--- src/rtl/nt_level_scheduler.sv ---
// Arbitrates requester stimuli, flush and homeostatic decay onto the single
// inc/dec/fast/setval strobe set of a shared neurotransmitter level register.
module nt_level_scheduler #(
  parameter int NREQ         = 4,
  parameter int N            = 8,
  parameter int DECAY_PERIOD = 16,
  parameter int BASELINE     = 2,
  parameter int IDW          = 2
) (
  input  logic            clk,
  input  logic            rst_n,
  input  logic [NREQ-1:0] req_valid,
  input  logic [NREQ-1:0] req_dir,
  input  logic [NREQ-1:0] req_fast,
  output logic [NREQ-1:0] req_ready,
  input  logic            flush,
  input  logic [N-1:0]    level,
  output logic            inc,
  output logic            dec,
  output logic            fast,
  output logic            setval,
  output logic [IDW-1:0]  grant_id,
  output logic            decay_evt
);

  localparam int DCW = (DECAY_PERIOD > 2) ? $clog2(DECAY_PERIOD) : 1;
  localparam logic [DCW-1:0] DCNT_RELOAD = DCW'(DECAY_PERIOD - 1);
  localparam logic [N-1:0]   BASE_LVL    = N'(BASELINE);
  localparam logic [IDW-1:0] LAST_IDX    = IDW'(NREQ - 1);

  logic [IDW-1:0] rr;
  logic [DCW-1:0] dcnt;
  logic           decay_pending;
  logic           settle;

  logic           gnt_hit_p0;
  logic [IDW-1:0] gnt_idx_p0;
  logic           decay_go_p0;
  logic           lvl_hi_p0;
  logic           lvl_lo_p0;

  // Stage p0: rotating-priority search starting at rr, plus decay decision
  always_comb begin
    gnt_hit_p0 = 1'b0;
    gnt_idx_p0 = '0;
    req_ready  = '0;
    for (int k = 0; k < NREQ; k++) begin
      int j;
      j = int'(rr) + k;
      if (j >= NREQ) j = j - NREQ;
      if (!gnt_hit_p0 && req_valid[j]) begin
        gnt_hit_p0 = 1'b1;
        gnt_idx_p0 = IDW'(j);
      end
    end
    if (!flush && gnt_hit_p0) req_ready[gnt_idx_p0] = 1'b1;
  end

  assign decay_go_p0 = !flush && !gnt_hit_p0 && decay_pending && !settle;
  assign lvl_hi_p0   = level > BASE_LVL;
  assign lvl_lo_p0   = level < BASE_LVL;

  // Stage p1: registered strobes towards the level register
  always_ff @(posedge clk or negedge rst_n) begin
    if (!rst_n) begin
      inc       <= 1'b0;
      dec       <= 1'b0;
      fast      <= 1'b0;
      setval    <= 1'b0;
      decay_evt <= 1'b0;
      grant_id  <= '0;
      rr        <= '0;
      settle    <= 1'b0;
    end else begin
      inc       <= 1'b0;
      dec       <= 1'b0;
      fast      <= 1'b0;
      setval    <= 1'b0;
      decay_evt <= 1'b0;
      settle    <= 1'b0;
      if (flush) begin
        setval <= 1'b1;
        settle <= 1'b1;
      end else if (gnt_hit_p0) begin
        inc      <= req_dir[gnt_idx_p0];
        dec      <= ~req_dir[gnt_idx_p0];
        fast     <= req_fast[gnt_idx_p0];
        grant_id <= gnt_idx_p0;
        rr       <= (gnt_idx_p0 == LAST_IDX) ? '0 : gnt_idx_p0 + 1'b1;
        settle   <= 1'b1;
      end else if (decay_go_p0) begin
        // level already at baseline: the pending step is consumed silently
        if (lvl_hi_p0) begin
          dec       <= 1'b1;
          decay_evt <= 1'b1;
          settle    <= 1'b1;
        end else if (lvl_lo_p0) begin
          inc       <= 1'b1;
          decay_evt <= 1'b1;
          settle    <= 1'b1;
        end
      end
    end
  end

  // Decay timebase; a new period landing on an issue edge re-arms the step
  always_ff @(posedge clk or negedge rst_n) begin
    if (!rst_n) begin
      dcnt          <= DCNT_RELOAD;
      decay_pending <= 1'b0;
    end else if (flush) begin
      dcnt          <= DCNT_RELOAD;
      decay_pending <= 1'b0;
    end else if (dcnt == '0) begin
      dcnt          <= DCNT_RELOAD;
      decay_pending <= 1'b1;
    end else begin
      dcnt <= dcnt - 1'b1;
      if (decay_go_p0) decay_pending <= 1'b0;
    end
  end

endmodule

--- config.mk ---
export PLATFORM = sky130hd
export DESIGN_NAME = nt_level_scheduler
export DESIGN_NICKNAME = d
export VERILOG_FILES = /design/src/rtl/nt_level_scheduler.sv
export SDC_FILE = /design/constraint.sdc
export NUM_CORES = 1
export LEC_CHECK = 0
export BUFFER_PORTS_ARGS = -buffer_cell sky130_fd_sc_hd__buf_4
export CAP_MARGIN = 20
export CORE_AREA = 5 5 60 62
export CTS_CLUSTER_SIZE = 14
export DETAILED_ROUTE_END_ITERATION = 10
export DIE_AREA = 0 0 65 67
export REMOVE_ABC_BUFFERS = 1
export SLEW_MARGIN = 20
export SYNTH_ARGS = -nofsm -noshare
export SYNTH_HDL_FRONTEND = slang
export SYNTH_SLANG_ARGS = --single-unit
--- constraint.sdc ---
create_clock -name clk -period 2.3 [get_ports clk]
set_input_delay 0.23 -clock clk [delete_from_list [all_inputs] [get_ports clk]]
set_output_delay 0.23 -clock clk [all_outputs]
set_load 0.02 [all_outputs]
==> results by group <==
Outcome
  • Outcome: finished, final reports clean

Power and ir drop
  • VDD IR max: between 0.0003 and 0.0004 V
  • Lkg Pwr: between 0.5 and 0.6 nW
  • Total power divided by cell area: a little over 700 nW/µm²

Synth
  • Distinct cells, synth: 31
  • Cell Area, Synth: 857 µm²
  • Synth top area cells: dfrtp_1, dfstp_2, ha_1
  • Post-Syn Area per Cell: ~11 µm²
  • Synth area leader: dfrtp_1
  • Top cell type's share of synthesized area: 32.1%
  • Seq/Total Area, Yosys: between 40% and 50%
  • Syn Inst Count: 79
  • Syn. warnings: 0
  • Flops & latches, synth: 15

Job
  • MaxCap Viol Count: 0

GRT
  • Initial antenna violation count: 0
  • Global-route wire length before repair: around 3100 µm
  • GR Overflow Total: 0
  • Vias in the first global route: between 700 and 800
  • Global Route Usage Sum: under 10%
  • Largest net degree at the start of global routing: 16

Clock tree
  • CTS buffer count: 3
  • CTS clk-pin slew, worst paths: around 0.08 ns
  • CTS H-tree depth: 1
  • Maximum buffer depth of the clock tree: 2
  • # clock sinks: 15
  • Clk Tree Root Cell: clkbuf_4
  • TritonCTS clock tree: done
  • Clk_lat worst skew: approximately 0.28 ns

Timing
  • Crit share post-route: around nine tenths
  • Slew Viols, Final: 0
  • Slew of the pin with the lowest slew margin: 0.348 ns
  • Highest Clock Rate: approximately 480 MHz
  • Setup violators final: 0
  • Fin crit period: just over 2 ns
  • Fin. Hold Viols: 0
  • Max transition margin: about three quarters
  • RSZ-0062 raised after global routing: false
  • Final Skew: approximately 0.0020 ns
  • Post-route setup TNS: 0 ns

Floorplan
  • Die X: ~65 µm
  • Ports: 34
  • Starting density of the core: 28.8%
  • DIE AREA: about 4400 µm²
  • Core ar.: between 2000 and 3000 µm²
  • Die span in y: between 60 and 70 µm
  • Row count: 20

Setup path
  • Reg2reg setup slack: 0.46 ns
  • Required @ worst endpoint: around 2.1 ns
  • Startpoint types: flip-flop
  • R2R cell count: 7
  • Worst Path Arrival: between 1.5 and 2 ns
  • CP Class: reg2out
  • Worst reg2reg startpoint: rr[1]$_DFFE_PN0P_
  • Worst setup EP type: output pin
  • CP max FO: 5
  • RR Endpoint: inc$_DFF_PN0_

Routing
  • Initial DRT Pass Iterations: 4
  • Via density: about 4.6
  • Average routed wire per standard cell: ~12 µm
  • Met1 wire length: 852 µm
  • Number of routed nets with antenna violations: 0
  • DR vias: around 700
  • Post-Route WL: 1830 µm
  • Top layer in use: met3
  • WL met2: 822 µm
  • DR DRC count: 0
  • 1st-iter DRT viols: 34
  • Routed length on met3: between 150 and 200 µm

Place
  • Post-DP HPWL: ~1500 µm
  • IO buf count: 33
  • Gpl congestion: 0.641

Hold path
  • Hold Path Sink: setval$_DFF_PN0_
  • Hold path cells: 1
  • Hold wc startpoint: flush
  • Hold Path Class: in2reg

Layout
  • Final design utilization: between 40% and 50%
  • Final nets: 149
  • Antenna diodes: 0
  • Layout area overhead: 40.1%
  • Leading cell type in the layout, fill and taps excluded: buf_4
  • Most frequent cells in the layout: buf_4, dfrtp_1, inv_1
  • Layout cells sized above 1: between 40% and 50%
==> sequential cells by signal, summed over array words and instances, names as in the netlist <==
signal / count
dcnt: 4
dec: 1
decay_evt: 1
decay_pending: 1
fast: 1
grant_id: 2
inc: 1
rr: 2
settle: 1
setval: 1
==> stage by stage <==
stage	total power, mW	hold slack (ns)	instances	setup slack, ns	cell area (µm²)
after detailed placement	0.708	0.0935	145	0.407	1140
after CTS	0.860	0.138	150	0.0855	1180
after global placement	0.701	0.0915	145	0.477	1140
after global routing	0.935	0.134	153	0.0966	1200
after floorplan	0.562	-0.0656	78	0.660	846
final	0.871	0.142	153	0.221	1200
==> worst max-delay path by stage <==
| stage | endpoint | start |
|---|---|---|
| 2_1_floorplan | req_ready[0] | rr[1]$_DFFE_PN0P_ |
| 3_3_place_gp | req_ready[2] | rr[1]$_DFFE_PN0P_ |
| 3_5_place_dp | req_ready[2] | rr[1]$_DFFE_PN0P_ |
| 4_1_cts | req_ready[2] | rr[1]$_DFFE_PN0P_ |
| 5_1_grt | req_ready[2] | rr[1]$_DFFE_PN0P_ |
| 6_report | req_ready[2] | rr[1]$_DFFE_PN0P_ |
==> synth_stat cells <==
master	instances
dfrtp_1	11
inv_1	7
ha_1	5
mux2i_1	5
nor2_1	5
a21oi_1	4
and2_1	4
dfstp_2	4
nand2b_1	4
nand2_1	3
nand3b_1	3
o21ai_0	3
a211oi_1	2
mux2_4	2
a211oi_2	1
a21boi_1	1
a22o_2	1
a2bb2oi_2	1
buf_6	1
inv_2	1
nor2b_1	1
nor2b_4	1
nor3b_1	1
nor4_1	1
nor4b_2	1
o21ai_1	1
o22ai_1	1
or3_1	1
or3b_2	1
or4_4	1
xnor2_1	1
==> critical path, stage by stage (launching register included) <==
cell	delay (ns)
dfrtp_1	0.45
mux2i_1	0.16
a211oi_2	0.37
inv_2	0.10
ha_1	0.20
and2_1	0.13
buf_4	0.15
==> layout make-up <==
class	count	area, µm²
multi-input cells	55	435
repair buffers	38	288
fillers	296	1780
inverters	8	30.0
clock buffers	4	26.3
flip-flops and latches	15	380
well taps	33	41.3
==> per-layer routing <==
metal  track usage [%]  up-vias
li1                  -      354
met1              12.1      322
met2              14.3       29
met3              3.37        0
met4              3.17        0
met5                 0        -
==> where the power goes <==
| part | internal [mW] | switching, mW |
|---|---|---|
| clock network | 0.0672 | 0.0782 |
| logic | 0.202 | 0.180 |
| registers | 0.309 | 0.0350 |
| total | 0.578 | 0.293 |
==> cells by family (layout without fill, tap and decap cells) <==
logic type	count (synthesis)	count (layout)	share of synthesized area [%]
buffers and inverters	9	50	4.82
multiplexers	7	7	9.34
AND/OR/NAND/NOR	27	27	20.7
adder cells (fa/ha/maj)	5	5	7.30
XOR/XNOR	1	1	1.02
flip-flops	15	15	44.4
AO/OA/AOI/OAI	15	15	12.4
==> repair_timing <==
item | in CTS | in global routing
hold buffers | 1 | 0
setup endpoints to repair | 0 | 2
endpoints found under the hold margin | 11 | 0
setup buffers | 0 | 3
resized for setup | 0 | 0
(Power assumes the default switching activity.)
